==> src/rtl/bcd_counter_pkg.sv <==
// Shared constants and helpers for the BCD counter chain and its digit cells.
package bcd_counter_pkg;

    // Every digit is held and computed as a 4-bit BCD nibble.
    localparam int DIGIT_W = 4;

    // Default chain modulus for an mm:ss display: {6,10,6,10}, digit 0 in the low nibble.
    localparam logic [15:0] DEFAULT_DIGIT_MOD = 16'h6A6A;

    // Largest legal value of a digit whose modulus is mod.
    function automatic logic [DIGIT_W-1:0] digit_max(input int mod);
        return DIGIT_W'(mod - 1);
    endfunction

endpackage

==> src/rtl/bcd_digit_cell.sv <==
// One digit of the BCD chain: clamped preset load, and an up or down step with wrap at its modulus.
module bcd_digit_cell
    import bcd_counter_pkg::*;
#(
    parameter int MOD = 10
) (
    input  logic               clock,
    input  logic               reset,
    input  logic               step_in,
    input  logic               up_down,
    input  logic               load,
    input  logic [DIGIT_W-1:0] load_digit,
    output logic [DIGIT_W-1:0] digit,
    output logic               at_max,
    output logic               at_zero
);

    localparam logic [DIGIT_W-1:0] MaxValue = digit_max(MOD);

    logic [DIGIT_W-1:0] nextDigit;

    assign at_max  = (digit == MaxValue);
    assign at_zero = (digit == '0);

    // Next digit value: load (clamped to the digit's maximum) beats a step, otherwise hold.
    always_comb begin
        nextDigit = digit;
        if (load) begin
            nextDigit = (load_digit > MaxValue) ? MaxValue : load_digit;
        end else if (step_in) begin
            if (up_down) begin
                nextDigit = at_max ? '0 : digit + 4'd1;
            end else begin
                nextDigit = at_zero ? MaxValue : digit - 4'd1;
            end
        end
    end

    // Digit register with synchronous reset to zero.
    always_ff @(posedge clock) begin
        if (reset) begin
            digit <= '0;
        end else begin
            digit <= nextDigit;
        end
    end

endmodule

==> src/rtl/bcd_chain_counter.sv <==
// Multi-digit BCD counter chain with per-digit modulus, up/down, wrap-or-saturate, preset load and lap capture.
module bcd_chain_counter
    import bcd_counter_pkg::*;
#(
    parameter int          NUM_DIGITS = 4,
    parameter logic [15:0] DIGIT_MOD  = DEFAULT_DIGIT_MOD
) (
    input  logic                          clock,
    input  logic                          reset,
    input  logic                          enable,
    input  logic                          up_down,
    input  logic                          wrap_en,
    input  logic                          load,
    input  logic [DIGIT_W*NUM_DIGITS-1:0] load_value,
    input  logic                          lap,
    input  logic                          lap_clear,
    output logic [DIGIT_W*NUM_DIGITS-1:0] count,
    output logic [DIGIT_W*NUM_DIGITS-1:0] lap_count,
    output logic                          lap_valid,
    output logic                          tc,
    output logic                          overflow
);

    logic [NUM_DIGITS-1:0] atMax;
    logic [NUM_DIGITS-1:0] atZero;
    logic [NUM_DIGITS-1:0] carryIn;
    logic [NUM_DIGITS-1:0] borrowIn;
    logic [NUM_DIGITS-1:0] stepIn;
    logic                  carryAcc;
    logic                  borrowAcc;
    logic                  terminalEvent;
    logic                  holdAtTerminal;

    // Terminal detection for the current direction; a terminal tick in saturate mode freezes the chain.
    assign tc             = up_down ? (&atMax) : (&atZero);
    assign terminalEvent  = enable & tc & ~load;
    assign holdAtTerminal = terminalEvent & ~wrap_en;

    // Ripple carry and borrow: a digit steps only when every lower digit sits at its max (up) or zero (down).
    always_comb begin
        carryAcc  = enable;
        borrowAcc = enable;
        carryIn   = '0;
        borrowIn  = '0;
        stepIn    = '0;
        for (int i = 0; i < NUM_DIGITS; i++) begin
            carryIn[i]  = carryAcc;
            borrowIn[i] = borrowAcc;
            stepIn[i]   = (up_down ? carryAcc : borrowAcc) & ~holdAtTerminal;
            carryAcc    = carryAcc & atMax[i];
            borrowAcc   = borrowAcc & atZero[i];
        end
    end

    for (genvar i = 0; i < NUM_DIGITS; i++) begin : gDigit
        bcd_digit_cell #(
            .MOD(int'(DIGIT_MOD[DIGIT_W*i +: DIGIT_W]))
        ) uCell (
            .clock     (clock),
            .reset     (reset),
            .step_in   (stepIn[i]),
            .up_down   (up_down),
            .load      (load),
            .load_digit(load_value[DIGIT_W*i +: DIGIT_W]),
            .digit     (count[DIGIT_W*i +: DIGIT_W]),
            .at_max    (atMax[i]),
            .at_zero   (atZero[i])
        );
    end

    // Overflow is a one-cycle pulse in the cycle after each terminal tick.
    always_ff @(posedge clock) begin
        if (reset) begin
            overflow <= 1'b0;
        end else begin
            overflow <= terminalEvent;
        end
    end

    // Lap register captures the pre-update count; a capture beats a simultaneous clear.
    always_ff @(posedge clock) begin
        if (reset) begin
            lap_count <= '0;
            lap_valid <= 1'b0;
        end else if (lap) begin
            lap_count <= count;
            lap_valid <= 1'b1;
        end else if (lap_clear) begin
            lap_valid <= 1'b0;
        end
    end

endmodule

==> config.mk <==
export PLATFORM = sky130hd
export DESIGN_NAME = bcd_chain_counter
export DESIGN_NICKNAME = d
export VERILOG_FILES = /design/src/rtl/bcd_counter_pkg.sv /design/src/rtl/bcd_digit_cell.sv /design/src/rtl/bcd_chain_counter.sv
export SDC_FILE = /design/constraint.sdc
export NUM_CORES = 1
export LEC_CHECK = 0
export BUFFER_PORTS_ARGS = -buffer_cell sky130_fd_sc_hd__buf_4
export CAP_MARGIN = 20
export CELL_PAD_IN_SITES_DETAIL_PLACEMENT = 1
export CELL_PAD_IN_SITES_GLOBAL_PLACEMENT = 2
export CORE_MARGIN = 3
export CORE_UTILIZATION = 27
export DETAILED_ROUTE_END_ITERATION = 8
export GPL_TIMING_DRIVEN = 1
export PLACE_DENSITY = 0.81
export SLEW_MARGIN = 0
export SYNTH_ARGS = -nofsm -noshare
export SYNTH_HDL_FRONTEND = slang
export SYNTH_SLANG_ARGS = --single-unit
export TNS_END_PERCENT = 1
==> constraint.sdc <==
create_clock -name clock -period 2.3 [get_ports clock]
set_clock_uncertainty 0.2 [all_clocks]
set_input_delay 0.46 -clock clock [delete_from_list [all_inputs] [get_ports clock]]
set_output_delay 0.46 -clock clock [all_outputs]
set_load 0.02 [all_outputs]
==> metrics.txt, run 1 <==
final core area utilization=about two fifths; Starting Density=28.4%; pre-CTS setup slack=-72.1 ps; Post-Syn Nets=309; layout cells sized above 1=34.5%; hold crit path type=in -> reg; CTS tree=built; DP HPWL=5640 um; Netlist Area Pre-Place=2250 um^2; crit start category=flop; Clock Tree Buf Depth=2; Root Driver=clkbuf_8; H-tree Lvls=2; drc violations=0; Synth area leader=dfxtp_1; Synth top area share=30.2%; first-pass GRT wire length=12300 um; ant diodes=0; CP endpoint kind=output pin; sequential area share after synthesis=~30%; CTS Sinks=34; FMAX=399 MHz; P_leak=1.29 nW; Peak supply drop=0.382 mV; row cnt=32; Total GRT Usage=15.7%; Hold Violations, Final=0; initial drt markers=72; syn_area_per_cell=roughly 8 um^2; Via density=between 5 and 6; post-route setup slack=-204 ps; GRT Residual Overflow=0; YS warnings=0; Tmin final=2500 ps; Pre-Repair DR Iteration Count=4; Least-Margin Pin Slew=between 400 and 500 ps; Avg WL per Cell=16.2 um; final worst path period share=109%; failing checks=setup timing; Req. time, crit path=1640 ps; Routed Antenna Nets=0; antenna violations before repair=0; vias post-DR=about 2400; Pwr Total=1.57 mW; critical path arrival=1840 ps; final wirelength=around 7400 um; Synth cell types=60; Die H=97.3 um; Slew HR=approximately 67%; num ports=59; RSZ-0062 raised after global routing=yes; Synth Register Bits=34; status=complete, but fails checks; number of port buffers=58; largest net degree at the start of global routing=37; CTS Buf Count=5; max_cap viols=0; highest metal layer with signal wires=met4; Synth Flop Type=dfxtp_1; worst skew pair latency=slightly below 300 ps; setup violators final=1; Power per Cell Area=509 nW/um^2; final count of pins violating max slew=0; critical path type=reg -> out; Chip Width=approximately 100 um; nets@finish=377; Worst-path clk slew=80 ps; met2 WL=around 3400 um; synth top area cells=dfxtp_1, mux2i_1, nor2_1; Post-Synthesis Cells=between 200 and 300; wire length on met1=3640 um; critical path peak fanout=4; synth-to-layout area growth=36.6%; RePlAce Congestion=0.821; number of global-route vias before repair=about 2400; Post-Route Setup TNS=-204 ps; Post-synth ARST share=0%; EDFF count, synth=0; WL met3=366 um; # hold bufs at CTS=0; Core Footprint=7930 um^2; full die area=9470 um^2
power breakdown:
part	leakage (nW)	switching, mW	internal [mW]	total (mW)
combinational	0.960	0.239	0.200	0.439
clock	0.0472	0.246	0.241	0.487
sequential	0.281	0.0238	0.616	0.640
total	1.29	0.509	1.06	1.57
state kept, by name, summed over array words and instances (netlist names):
signal	flops
lap_count	16
gDigit.uCell.digit	16
overflow	1
lap_valid	1
path summary, 6_finish.rpt:
check	start	end	slack [ps]	cells past startpoint
max	gDigit[3].uCell.digit[1]	tc	-200	4
min	load_value[2]	gDigit[0].uCell.digit[2]	200	2
max reg2reg	gDigit[3].uCell.digit[1]	gDigit[2].uCell.digit[0]	0	7
min reg2reg	lap_valid	lap_valid	300	2
cell usage after synthesis (all sizes together), types with 3 or more instances:
cell	number
buf	7
xnor2	3
o21ai	18
or4	3
nor4	8
mux2i	19
nand3	13
nor2b	7
o211ai	7
or2	5
and3	4
clkbuf	22
a21boi	3
a21oi	10
inv	7
or3	8
a311oi	3
dfxtp	34
nand2b	7
a21o	3
a31oi	7
a211oi	5
nand4	3
nand2	8
nand3b	3
nor3	8
nor2	29
critical path, cell delays in order, from the launching register on:
cell,delay [ps]
dfxtp_4,360
nand3b_1,190
or4_4,580
a211oi_4,270
buf_6,150
layout make-up:
class	instances	area [um^2]
Fill cell	977	4850
Clock buffer	6	82.6
Multi-Input combinational cell	215	1450
Clock inverter	2	12.5
Tap cell	102	128
Inverter	7	26.3
Sequential cell	34	689
Timing Repair Buffer	90	683
repair_timing:
action	in CTS	in global routing
gates resized for setup	3	8
endpoints found under the hold margin	0	0
endpoints found under the setup margin	1	12
pin swaps	1	2
gates cloned	0	0
buffers inserted	1	1
metal layers:
| layer | vias to the layer above | track usage, % |
|---|---|---|
| li1 | 1184 | - |
| met1 | 1125 | 21.7 |
| met2 | 52 | 25.7 |
| met3 | 2 | 3.52 |
| met4 | 0 | 2.24 |
| met5 | - | 0 |
metrics by stage:
step                      hold slack [ps]  instances  area, um^2
final                                 196        456        3070
after detailed placement              282        446        2940
after global placement                270        446        2940
after CTS                             191        455        3050
after floorplan                       380        285        2270
after global routing                  195        456        3070
cell usage in the layout (no fill, tap or decap), types with 3 or more instances in the layout:
| cell type | Yosys | layout |
|---|---|---|
| a21o_1 | 3 | 3 |
| a21oi_1 | 10 | 9 |
| a31oi_1 | 7 | 7 |
| and3_1 | 4 | 4 |
| buf_4 | 0 | 88 |
| clkbuf_8 | 0 | 6 |
| dfxtp_1 | 34 | 29 |
| dfxtp_2 | 0 | 4 |
| inv_1 | 7 | 7 |
| mux2i_1 | 19 | 19 |
| nand2_1 | 8 | 8 |
| nand2b_1 | 7 | 7 |
| nand3_1 | 13 | 13 |
| nand3b_1 | 3 | 3 |
| nand4_1 | 3 | 3 |
| nor2_1 | 29 | 29 |
| nor2b_1 | 7 | 7 |
| nor3_1 | 8 | 6 |
| nor4_1 | 8 | 8 |
| o211ai_1 | 7 | 7 |
| o21ai_0 | 17 | 17 |
| or2_2 | 4 | 4 |
| or3_1 | 6 | 6 |
| xnor2_1 | 3 | 3 |
cells by family (layout without fill, tap and decap cells):
family | count (synthesis) | count (layout) | synth area share [%]
buffers and inverters | 36 | 105 | 6.61
flip-flops | 34 | 34 | 30.2
XOR/XNOR | 5 | 5 | 1.95
AND/OR/NAND/NOR | 115 | 115 | 28.5
multiplexers | 19 | 19 | 8.45
AO/OA/AOI/OAI | 76 | 76 | 24.2
(Power assumes the default switching activity.)
==> run 2, diff against run 1 <==
--- a/config.mk
+++ b/config.mk
@@ -13,7 +13,7 @@
 export CORE_UTILIZATION = 27
 export DETAILED_ROUTE_END_ITERATION = 8
 export GPL_TIMING_DRIVEN = 1
-export PLACE_DENSITY = 0.81
+export PLACE_DENSITY_LB_ADDON = 0.1
 export SLEW_MARGIN = 0
 export SYNTH_ARGS = -nofsm -noshare
 export SYNTH_HDL_FRONTEND = slang
==> run 2 against run 1 <==
Net effect:
- the flow still finishes with violations (setup timing)
- setup slack gained 54 ps
- first-iteration DRC count shrank 8.3%
- count of clock-buffer cells in the layout is the same
- cell count grew 0.88%
- clock power shrank 1%
- global-route usage grew 1.2 points
- critical path type unchanged
- critical endpoint unchanged
- largest power group unchanged
==> metrics.txt, run 2 (synthesis gave the netlist of run 1 again) <==
first-pass GRT wire length=13200 um (was 12300 um); multi-input logic area=1470 um^2 (was 1450 um^2); Chip Width=97.3 um (unchanged); drc violations=0 (unchanged); nets@finish=381 (was 377); most frequent cells in the layout=buf_4, nor2_1, dfxtp_1 (unchanged); Starting Density=28.4% (unchanged); Req. time, crit path=1640 ps (about the same); largest net degree at the start of global routing=37 (unchanged); ant diodes=0 (unchanged); minimum hold slack=197 ps (was 196 ps); hold crit path type=in -> reg (unchanged); number of fill cells=969 (was 977); Reg2Reg Setup Slack=10 ps (was 0 ps); Hold Violations, Final=0 (unchanged); RSZ-0062 raised after global routing=yes (unchanged); row cnt=32 (unchanged); CTS Buf Count=5 (unchanged); commonest non-fill, non-tap cell in the layout=buf_4 (unchanged); worst skew pair latency=290 ps (about the same); DP HPWL=5750 um (was 5640 um); vias post-DR=2376 (was 2363); Root Driver=clkbuf_8 (unchanged); CP endpoint kind=output pin (unchanged); status=complete, but fails checks (unchanged); layout cells sized above 1=36.6% (was 34.5%); CTS tree=built (unchanged); max_cap viols=0 (unchanged); critical path arrival=1790 ps (was 1840 ps); Pre-Repair DR Iteration Count=4 (unchanged); critical path peak fanout=5 (was 4); final worst path period share=107% (was 109%); Clock Tree Buf Depth=2 (unchanged); CTS Sinks=34 (unchanged); number of port buffers=58 (unchanged); Via density=5.17 (was 5.18); Avg WL per Cell=17.1 um (was 16.2 um); sequential cell area=691 um^2 (was 689 um^2); Worst-path clk slew=80 ps (about the same); full die area=9470 um^2 (unchanged); Power per Cell Area=504 nW/um^2 (was 509 nW/um^2); post-route setup slack=-150 ps (was -204 ps); critical path type=reg -> out (unchanged); num ports=59 (unchanged); H-tree Lvls=2 (unchanged); Total GRT Usage=16.9% (was 15.7%); number of global-route vias before repair=2497 (was 2357); antenna violations before repair=0 (unchanged); synth-to-layout area growth=38.7% (was 36.6%); Peak supply drop=0.259 mV (was 0.382 mV); final core area utilization=39.4% (was 38.8%); final count of pins violating max slew=0 (unchanged); setup violators final=1 (unchanged); Core Footprint=7930 um^2 (unchanged); GRT Residual Overflow=0 (unchanged); P_leak=1.31 nW (was 1.29 nW); initial drt markers=66 (was 72); # hold bufs at CTS=0 (unchanged); FMAX=408 MHz (was 399 MHz); Die H=97.3 um (unchanged); final wirelength=7850 um (was 7400 um); Slew HR=64.8% (was 66.9%); failing checks=setup timing (unchanged); Least-Margin Pin Slew=523 ps (was 492 ps); RePlAce Congestion=0.803 (was 0.821); Routed Antenna Nets=0 (unchanged); Tmin final=2450 ps (was 2500 ps); Top Registers=gDigit.uCell.digit x16, lap_count x16 (unchanged); crit start category=flop (unchanged)
## run 2: cell types whose count changed in the layout (fill, tap and decap cells not counted)
cell,change
buf_4,+4
dfxtp_2,+4
nor4_1,-4
nor4_2,+4
dfxtp_1,-3
a21oi_1,+1
a21oi_2,-1
dfxtp_4,-1
nor3_1,+1
nor3_2,-1
## run 2: power breakdown
| group | leakage (nW) | switching, mW | internal, mW | total, mW |
|---|---|---|---|---|
| combinational | 0.982 | 0.242 | 0.204 | 0.446 |
| clock | 0.0472 | 0.240 | 0.241 | 0.481 |
| sequential | 0.281 | 0.0269 | 0.619 | 0.645 |
| total | 1.31 | 0.509 | 1.06 | 1.57 |
## run 2: per-stage QoR
step	instance area (um^2)	worst slack (ps)	instances	setup TNS, ps	power, mW
after CTS	3090	-231	460	-252	1.59
after global routing	3120	-222	460	-545	1.67
after detailed placement	2950	-66.0	448	-136	1.10
after global placement	2950	-8.84	448	-8.84	1.09
after floorplan	2270	-5.97	285	-5.97	0.914
final	3120	-150	460	-150	1.57
## run 2: repair_timing
| action | 4_1_cts | 5_1_grt |
|---|---|---|
| pin swaps | 3 | 3 |
| buffers inserted | 4 | 0 |
| endpoints found under the setup margin | 4 | 12 |
| resized for setup | 6 | 9 |
## run 2: final timing paths
kind	from	end	depth (start not counted)
worst max-delay path	gDigit[0].uCell.digit[0]	tc	4
worst min-delay path	load_value[1]	gDigit[0].uCell.digit[1]	2
worst max register to register	gDigit[0].uCell.digit[0]	gDigit[2].uCell.digit[0]	7
worst min register to register	lap_valid	lap_valid	2
## run 2: cell type report
class                           instances  share of cell area, %
Sequential cell                        34                   22.1
Tap cell                              102                   4.09
Clock inverter                          2                  0.401
Timing Repair Buffer                   94                   22.8
Clock buffer                            6                   2.65
Multi-Input combinational cell        215                   47.1
Inverter                                7                  0.842
## run 2: per-layer routing
metal	wire length, um	GRT usage, %
met1	3910	22.9
met2	3620	28.1
met3	292	3.16
met4	31	3.19
met5	0	0
## run 2: critical path, stage by stage, from the launching register on
cell and delay, ps:
dfxtp_2 400, nand4_1 140, or4_4 570, a211oi_4 240
buf_6 150
==> run 3, diff against run 2 <==
--- a/config.mk
+++ b/config.mk
@@ -10,12 +10,13 @@
 export CELL_PAD_IN_SITES_DETAIL_PLACEMENT = 1
 export CELL_PAD_IN_SITES_GLOBAL_PLACEMENT = 2
 export CORE_MARGIN = 3
-export CORE_UTILIZATION = 27
+export CORE_UTILIZATION = 30
 export DETAILED_ROUTE_END_ITERATION = 8
 export GPL_TIMING_DRIVEN = 1
 export PLACE_DENSITY_LB_ADDON = 0.1
 export SLEW_MARGIN = 0
 export SYNTH_ARGS = -nofsm -noshare
 export SYNTH_HDL_FRONTEND = slang
+export SYNTH_HIERARCHICAL = 1
 export SYNTH_SLANG_ARGS = --single-unit
 export TNS_END_PERCENT = 1
==> constraint.sdc (replaced) <==
create_clock -name clock -period 2.7 [get_ports clock]
set_clock_uncertainty 0.2 [all_clocks]
set_input_delay 0.54 -clock clock [delete_from_list [all_inputs] [get_ports clock]]
set_output_delay 0.54 -clock clock [all_outputs]
set_load 0.02 [all_outputs]
==> run 3 against run 2 <==
Net effect:
- area after synthesis down 6.5%
- core utilization up 2.1 points
- largest cell class unchanged
- global-route usage shrank 1.8 points
- cell count shrank 13%
- count of clock-buffer cells in the layout up 1
- routed wire length fell by 22%
- first-iteration DRC count is 58% lower
- worst hold slack better by 98 ps
- via count fell by 15%
- sequential share of layout area is 2.9 points higher
- the flow now finishes without violations
- cell area fell by 13%
- die area is 15% lower
==> metrics.txt, run 3 <==
Via density=5.04 (was 5.17); Power per Cell Area=466 nW/um^2 (was 504 nW/um^2); first-pass GRT wire length=10100 um (was 13200 um); Synth cell types=45 (was 60); Worst Reg2Reg Path Length in Cells=8 (was 7); sequential area share after synthesis=32.3% (was 30.2%); final worst path period share=90.2%; number of global-route vias before repair=2041 (was 2497); Root Driver=clkbuf_8 (unchanged); Core Footprint=6570 um^2 (was 7930 um^2); Routed Antenna Nets=0 (unchanged); CTS Buf Count=5 (unchanged); number of port buffers=58 (unchanged); Post-Syn Nets=265 (was 309); critical path peak fanout=9 (was 5); antenna violations before repair=0 (unchanged); row cnt=29 (was 32); final count of pins violating max slew=0 (unchanged); DP HPWL=4400 um (was 5750 um); Req. time, crit path=1960 ps (was 1640 ps); Chip Width=89.8 um (was 97.3 um); layout cells sized above 1=31.4% (was 36.6%); Reg2Reg Setup Slack=280 ps (was 10 ps); post-CTS setup buffers=0 (was 4); syn_area_per_cell=8.73 um^2 (was 7.90 um^2); crit start category=flop (unchanged); initial drt markers=28 (was 66); most frequent cells in the layout=buf_4, dfxtp_1, nor2_1 (was buf_4, nor2_1, dfxtp_1); Synth top area share=32.3% (was 30.2%); Pre-Repair DR Iteration Count=4 (unchanged); number of fill cells=794 (was 969); Worst R2R End=gDigit[1].uCell/digit[3] (was gDigit[2].uCell.digit[0]); Synth area leader=dfxtp_1 (unchanged); max_cap viols=0 (unchanged); slowest CP cell=dfxtp_2 (was or4_4); Synth Flop Type=dfxtp_1 (unchanged); minimum hold slack=295 ps (was 197 ps); vias post-DR=2011 (was 2376); Top Registers=gDigit.uCell/digit x16, lap_count x16 (was gDigit.uCell.digit x16, lap_count x16); worst-path cell chain=nor4_2 > and4b_4 > a22oi_4 > inv_1 > buf_4 (was nand4_1 > or4_4 > a211oi_4 > buf_6); YS warnings=6 (was 0); full die area=8060 um^2 (was 9470 um^2); multi-input logic area=1250 um^2 (was 1470 um^2); synth top area cells=dfxtp_1, mux2i_1, buf_6 (was dfxtp_1, mux2i_1, nor2_1); Pwr Total=1.27 mW (was 1.57 mW); H-tree Lvls=2 (unchanged); Avg WL per Cell=15.3 um (was 17.1 um); critical path type=reg -> out (unchanged); critical path arrival=1700 ps (was 1790 ps); Clock Tree Buf Depth=2 (unchanged); most frequent cell after synthesis=dfxtp_1 (unchanged); Hold Violations, Final=0 (unchanged); largest stage delay on the critical path=370 ps (was 570 ps); num ports=59 (unchanged); Post-Synthesis Cells=241 (was 285); Peak supply drop=0.265 mV (was 0.259 mV); HP Start=lap_valid (was load_value[1]); Starting Density=32.0% (was 28.4%); CTS tree=built (unchanged); ant diodes=0 (unchanged); Post-synth ARST share=0% (unchanged); # hold bufs at CTS=0 (unchanged); largest net degree at the start of global routing=37 (unchanged); FMAX=411 MHz; worst skew pair latency=280 ps (was 290 ps); Netlist Area Pre-Place=2100 um^2 (was 2250 um^2); setup violators final=0 (was 1); nets@finish=329 (was 381); sequential cell area=682 um^2 (was 691 um^2); Synth top cells by count=dfxtp_1, nor2_1, mux2i_1 (was dfxtp_1, nor2_1, clkbuf_1); synth-to-layout area growth=29.4% (was 38.7%); Total GRT Usage=15.1% (was 16.9%); P_leak=1.18 nW (was 1.31 nW); CTS Sinks=34 (unchanged); Least-Margin Pin Slew=551 ps (was 523 ps); EDFF count, synth=0 (unchanged); Synth Register Bits=34 (unchanged); commonest non-fill, non-tap cell in the layout=buf_4 (unchanged); Slew HR=62.9% (was 64.8%); Die H=89.8 um (was 97.3 um); hold crit path type=reg -> reg (was in -> reg); GRT Residual Overflow=0 (unchanged); final wirelength=6110 um (was 7850 um); CP endpoint kind=output pin (unchanged); Worst-path clk slew=70 ps (was 80 ps); RSZ-0062 raised after global routing=no (was yes); Post-Route Setup TNS=0 ps (was -150 ps); RePlAce Congestion=0.786 (was 0.803); status=finished clean (was complete, but fails checks); Reg-to-Reg Start=gDigit[0].uCell/digit[3] (was gDigit[0].uCell.digit[0]); Hold EP=lap_valid (was gDigit[0].uCell.digit[1]); drc violations=0 (unchanged); Tmin final=2440 ps; hold depth=2 (unchanged)
[run 3: final cells by class]
type | instances | area share, %
multi-input cells | 181 | 45.8
clock inverters | 1 | 0.184
inverters | 10 | 1.38
repair buffers | 73 | 20.1
flip-flops and latches | 34 | 25.0
clock buffers | 7 | 3.17
well taps | 93 | 4.27
[run 3: metal layers]
layer / share of wire (%) / vias to the layer above / GRT usage [%]
li1: - / 1007 / -
met1: 47 / 961 / 19.4
met2: 47 / 39 / 25.4
met3: 4.7 / 4 / 3.92
met4: 0.69 / 0 / 3.45
met5: 0 / - / 0
[run 3: logic make-up (layout without fill, tap and decap cells)]
kind of cell | after synthesis | count (layout) | share of synthesized area, %
flip-flops | 34 | 34 | 32.3
AO/OA/AOI/OAI | 55 | 55 | 18.1
multiplexers | 17 | 17 | 8.14
buffers and inverters | 26 | 91 | 9.16
XOR/XNOR | 12 | 12 | 4.99
AND/OR/NAND/NOR | 97 | 97 | 27.3
[run 3: per-stage QoR]
stage	cell area [um^2]	setup WS, ps	instances	util, %
final	2720	265	399	41.5
after floorplan	2100	218	241	-
after global routing	2720	48.9	399	41.5
after detailed placement	2610	111	391	39.8
after CTS	2710	82.2	399	41.2
after global placement	2610	207	391	39.8
[run 3: worst max-delay path by stage]
| stage | endpoint | cells past startpoint | slack (ps) | startpoint |
|---|---|---|---|---|
| detailed placement | gDigit[1].uCell/digit[3] | 9 | 110 | gDigit[0].uCell/digit[3] |
| finish | tc | 5 | 260 | gDigit[0].uCell/digit[3] |
| floorplan | gDigit[3].uCell/digit[3] | 10 | 220 | gDigit[0].uCell/digit[2] |
| global placement | gDigit[3].uCell/digit[3] | 8 | 210 | gDigit[0].uCell/digit[3] |
| global route | gDigit[1].uCell/digit[3] | 8 | 50 | gDigit[0].uCell/digit[3] |
| CTS | tc | 6 | 80 | gDigit[0].uCell/digit[3] |
[run 3: what timing repair did]
| action | CTS | global route |
|---|---|---|
| hold endpoints to repair | 0 | 0 |
| setup endpoints to repair | 0 | 7 |
| gates resized for setup | 0 | 4 |
[run 3: critical path, delay by kind of cell, from the launching register on]
family / cells / cell delay [ps]
AO/OA/AOI/OAI: 1 / 100
buffers and inverters: 2 / 270
flip-flops: 1 / 370
AND/OR/NAND/NOR: 2 / 680
[run 3: report_power, final]
group	internal [mW]	total, mW	switching, mW
logic	0.145	0.323	0.178
clock network	0.206	0.396	0.190
registers	0.528	0.551	0.0231
